### src/rtl/fifo_rd_drain.sv
// fifo_rd_drain: drains a fixed-length burst from the read side of a FIFO
// into a 2-entry skid buffer that feeds a valid/ready stream.
//
// Ports
//   rclk, rrst          read-domain clock, asynchronous active-high reset
//   start, burst_len    burst request (sampled in IDLE) and its word count
//   rempty, rdata       FIFO empty flag and head word
//   rinc                FIFO pop strobe (combinational)
//   m_valid, m_ready    output stream handshake
//   m_data              oldest word held in the skid buffer
//   busy, done          burst in progress / one-cycle completion pulse
//   rd_total            16-bit wrapping count of words popped since reset
module fifo_rd_drain #(
  parameter int unsigned DSIZE = 8,
  parameter int unsigned LSIZE = 8
) (
  input  logic             rclk,
  input  logic             rrst,
  input  logic             start,
  input  logic [LSIZE-1:0] burst_len,
  input  logic             rempty,
  input  logic [DSIZE-1:0] rdata,
  output logic             rinc,
  output logic             m_valid,
  input  logic             m_ready,
  output logic [DSIZE-1:0] m_data,
  output logic             busy,
  output logic             done,
  output logic [15:0]      rd_total
);

  localparam int unsigned OCC_W = 2;
  localparam int unsigned TOT_W = 16;

  typedef enum logic [1:0] {
    IDLE = 2'd0,
    READ = 2'd1,
    DONE = 2'd2
  } state_t;

  state_t             state_q, state_d;
  logic [LSIZE-1:0]   remaining_q, remaining_d;
  logic [OCC_W-1:0]   occ_q, occ_d;
  logic [DSIZE-1:0]   buf0_q, buf0_d;   // head (oldest) entry
  logic [DSIZE-1:0]   buf1_q, buf1_d;   // second entry
  logic [TOT_W-1:0]   rd_total_q, rd_total_d;

  logic push;
  logic pop;

  // Output decode straight from registers
  assign m_valid  = (occ_q != OCC_W'(0));
  assign m_data   = buf0_q;
  assign busy     = (state_q != IDLE);
  assign done     = (state_q == DONE);
  assign rd_total = rd_total_q;

  // A full buffer may still accept a word when the head leaves this edge
  assign pop  = m_valid & m_ready;
  assign rinc = (state_q == READ) & ~rempty & (remaining_q != LSIZE'(0)) &
                ((occ_q != OCC_W'(2)) | pop);
  assign push = rinc;

  // Next-state: skid buffer, counters, FSM
  always_comb begin
    state_d     = state_q;
    remaining_d = remaining_q;
    occ_d       = occ_q;
    buf0_d      = buf0_q;
    buf1_d      = buf1_q;
    rd_total_d  = rd_total_q;

    unique case (occ_q)
      OCC_W'(0): begin
        if (push) begin
          buf0_d = rdata;
          occ_d  = OCC_W'(1);
        end
      end
      OCC_W'(1): begin
        if (push && pop) begin
          buf0_d = rdata;
        end else if (push) begin
          buf1_d = rdata;
          occ_d  = OCC_W'(2);
        end else if (pop) begin
          occ_d  = OCC_W'(0);
        end
      end
      OCC_W'(2): begin
        // push without pop cannot happen here: rinc is gated on pop
        if (pop) begin
          buf0_d = buf1_q;
          if (push) begin
            buf1_d = rdata;
          end else begin
            occ_d  = OCC_W'(1);
          end
        end
      end
      default: begin
        occ_d = OCC_W'(0);
      end
    endcase

    if (push) begin
      remaining_d = remaining_q - LSIZE'(1);
      rd_total_d  = rd_total_q + TOT_W'(1);
    end

    unique case (state_q)
      IDLE: begin
        if (start) begin
          if (burst_len != LSIZE'(0)) begin
            state_d     = READ;
            remaining_d = burst_len;
          end else begin
            state_d     = DONE;
          end
        end
      end
      READ: begin
        // finish once every word is popped and the buffer has drained
        if ((remaining_d == LSIZE'(0)) && (occ_d == OCC_W'(0))) begin
          state_d = DONE;
        end
      end
      DONE: begin
        state_d = IDLE;
      end
      default: begin
        state_d = IDLE;
      end
    endcase
  end

  // State registers
  always_ff @(posedge rclk or posedge rrst) begin
    if (rrst) begin
      state_q     <= IDLE;
      remaining_q <= '0;
      occ_q       <= '0;
      buf0_q      <= '0;
      buf1_q      <= '0;
      rd_total_q  <= '0;
    end else begin
      state_q     <= state_d;
      remaining_q <= remaining_d;
      occ_q       <= occ_d;
      buf0_q      <= buf0_d;
      buf1_q      <= buf1_d;
      rd_total_q  <= rd_total_d;
    end
  end

endmodule

### config.mk
export PLATFORM = sky130hd
export DESIGN_NAME = fifo_rd_drain
export DESIGN_NICKNAME = d
export VERILOG_FILES = /design/src/rtl/fifo_rd_drain.sv
export SDC_FILE = /design/constraint.sdc
export NUM_CORES = 1
export LEC_CHECK = 0
export ABC_AREA = 0
export CAP_MARGIN = 20
export CORE_AREA = 2 2 68 70
export CTS_BUF_LIST = sky130_fd_sc_hd__clkbuf_16
export DETAILED_ROUTE_END_ITERATION = 6
export DIE_AREA = 0 0 70 72
export PLACE_DENSITY = 0.81
export SETUP_SLACK_MARGIN = 0.05
export SYNTH_ARGS = -nofsm -noshare
export SYNTH_HDL_FRONTEND = slang
export SYNTH_SLANG_ARGS = --single-unit
export TNS_END_PERCENT = 50
### constraint.sdc
create_clock -name rclk -period 4 [get_ports rclk]
set_input_delay 1 -clock rclk [delete_from_list [all_inputs] [get_ports rclk]]
set_output_delay 1 -clock rclk [all_outputs]
set_load 0.03 [all_outputs]
==> flow_summary.ini, run 1 <==
[drt]
dr.first_iter.drc_count = 132
detail-route-antenna-nets = 0
routed_wl_um = 4850
post_drt_wl_per_cell_um = 14.9
drt-pass1-iter-count = 4
drcViolationCount = 0
routed_via_density = 5.56
vias = 1808

[logic_synthesis]
ys_top_cells_by_area = dfrtp_1 (48%), mux2_2 (5.0%), mux2i_1 (4.8%)
synthCells = 218
netlist_area_sq_mm = 0.00227
synth_warnings = 0
ys_seq_elements = 44
synth_cell_types = 46
synth_area_per_cell_sq_um = 10.4
syn_nets = 242
synth_top_area_share_pct = 48.4
yosys.area.top_type = dfrtp_1
ys_seq_area_share_pct = 48.4

[layout]
mostFrequentLayoutCells = clkdlybuf4s50_1 (48), dfrtp_1 (44), nand2_1 (26)
area_growth_pct = 31.6
diodes = 0
drive_gt1_share_pct = 14.7
fin_nets = 296
utilization_pct = 70.2
fin_area_sq_mm = 0.00299
finalNonFillerCells = 325
final_common_cell = clkdlybuf4s50_1

[hold_path]
hold_depth = 2
worstHoldPathType = register to register

[cts]
cts_root_buf = clkbuf_16
clk_latency_ns = 0.28
clock_path_buffers = 2
cts_resized = 0
cts_max_level = 2
cts.clk_slew.worst_paths_ns = 0.06
cts_setup_buffers = 0
cts_tree = built
clock_sinks = 44
holdBufCountCts = 0
numCtsBuffers = 5

[worst_setup_path]
slowest_stage = clkdlybuf4s50_1
crit_arrival_ns = 2.69
cpPeakStageDelay_ns = 0.59
cp.required_ns = 3.00
endpoint_kind = output pin
start_kind = input port
path_class = input port to output pin
cpMostUsedCell = clkdlybuf4s50_1
r2r_cells = 7
crit_chain = clkdlybuf4s50_1 -> or3b_2 -> o211a_4 -> clkdlybuf4s50_1
crit_fanout = 4

[power_and_ir_drop]
powerDensity_mw_per_mm2 = 710
irDropWorstVdd_mv = 0.481
leakage_nw = 1.24

[sta]
period_needed_ns = 3.69
setup_ws_ns = 0.308
tightest_slew_ns = 0.601
maxSlewViolCount = 0
rsz0062_at_grt = false
finalSetupViolCount = 0
hold_viol_final = 0
max-slew-margin-rel_pct = 59.9
max_freq_mhz = 271
fin_skew_ns = 0.00555
period_share_pct = 92.3
fin_setup_tns_ns = 0

[placed_design]
portBuffers = 48
place_inst = 317
dpl_worst_slack_ns = 0.314
dpl_cell_area_sq_mm = 0.00283
hpwl_um = 3490
place_congestion = 0.871

[grt]
grt_antenna_before_repair = 0
grtUsageTotal_pct = 20.2
grt_pass1_vias = 1800
grt_max_degree = 45
grt_pass1_wl_um = 8140
overflow = 0

[floorplan]
die_h_um = 72
coreArea_sq_mm = 0.00426
dieArea_sq_mm = 0.00504
die_w_um = 70
std_cell_rows = 24
initial_utilization_pct = 53.3
io_pins = 49

[run]
cap_violations = 0

[status]
status = complete, no violations
==> worst max-delay path, delay by kind of cell <==
family / cells / cell delay (ns)
buffers and inverters: 2 / 1.01
AO/OA/AOI/OAI: 1 / 0.18
AND/OR/NAND/NOR: 1 / 0.50
==> final cells by class <==
| type | count | area, sq um |
|---|---|---|
| inverter | 8 | 30.0 |
| sequential | 44 | 1100 |
| timing repair buffer | 54 | 526 |
| multi-input combinational | 159 | 1100 |
| clock buffer | 5 | 125 |
| tap | 52 | 65.1 |
| clock inverter | 3 | 42.5 |
| fill | 323 | 1270 |
==> power by group <==
part,switching (mW),leakage [nW],internal (mW),total [mW]
registers,0.163,0.550,0.611,0.774
logic,0.474,0.613,0.419,0.893
clock network,0.167,0.0798,0.293,0.460
==> through the flow <==
stage	hold WS, ns	total power, mW
floorplan	0.480	1.36
global placement	0.454	1.64
detailed placement	0.472	1.67
CTS	0.484	2.14
global route	0.518	2.26
finish	0.479	2.13
==> metal layers <==
layer	routed length, um	share of wire (%)	vias up	global-route usage [%]
li1	-	-	883	-
met1	2170	45	878	26.3
met2	2420	50	41	34.3
met3	225	4.6	6	4.17
met4	35	0.72	0	6.84
met5	0	0	-	0
==> registers in the layout, indices dropped and copies added (netlist names) <==
name	cells
state_q	2
rd_total	16
remaining_q	8
buf1_q	8
m_data	8
occ_q	2
==> cell families (layout without fill, tap and decap cells) <==
group / Yosys count / in the layout / share of synthesized area (%)
AND/OR/NAND/NOR: 79 / 79 / 19.0
flip-flops: 44 / 44 / 48.4
AO/OA/AOI/OAI: 37 / 37 / 10.7
multiplexers: 21 / 21 / 9.79
XOR/XNOR: 19 / 19 / 7.32
buffers and inverters: 15 / 70 / 3.08
adder cells (fa/ha/maj): 3 / 3 / 1.65
==> cell usage after synthesis (all sizes together) <==
cell	count
nor4b	3
nand2	26
or4b	1
ha	3
mux2i	11
nor4	4
nand4	7
or4	3
nor2b	4
o31ai	2
o2111ai	2
a22o	2
clkbuf	3
dfrtp	44
nor3b	2
or3b	2
and2	1
xor2	8
o21ai	18
nor2	14
a31oi	1
mux2	10
or2	2
o22ai	1
nand3b	1
a21oi	6
or3	1
and3	5
o21a	2
inv	8
a32oi	1
buf	4
nor3	1
o211a	1
xnor2	11
nand3	2
a211o	1
==> path summary, 6_finish.rpt <==
| kind | end | slack (ns) | from |
|---|---|---|---|
| min in group asynchronous | rd_total[7] | 1.17 | rrst |
| max reg2reg | state_q[0] | 1.17 | remaining_q[0] |
| min reg2reg | m_data[2] | 0.48 | m_data[2] |
| max in group asynchronous | buf1_q[1] | 2.45 | rrst |
| max | rinc | 0.31 | m_ready |
| min | m_data[2] | 0.48 | m_data[2] |
No activity file was read; power rests on OpenSTA's default activity.
==> run 2, diff against run 1 <==
--- a/config.mk
+++ b/config.mk
@@ -6,14 +6,15 @@
 export NUM_CORES = 1
 export LEC_CHECK = 0
 export ABC_AREA = 0
+export ABC_CLOCK_PERIOD_IN_PS = 4000
 export CAP_MARGIN = 20
 export CORE_AREA = 2 2 68 70
 export CTS_BUF_LIST = sky130_fd_sc_hd__clkbuf_16
 export DETAILED_ROUTE_END_ITERATION = 6
 export DIE_AREA = 0 0 70 72
 export PLACE_DENSITY = 0.81
-export SETUP_SLACK_MARGIN = 0.05
+export SETUP_SLACK_MARGIN = 0.02
 export SYNTH_ARGS = -nofsm -noshare
 export SYNTH_HDL_FRONTEND = slang
 export SYNTH_SLANG_ARGS = --single-unit
-export TNS_END_PERCENT = 50
+export TNS_END_PERCENT = 5
==> results of run 2 <==
The final DEF is identical to that of run 1; final timing and power are the same.
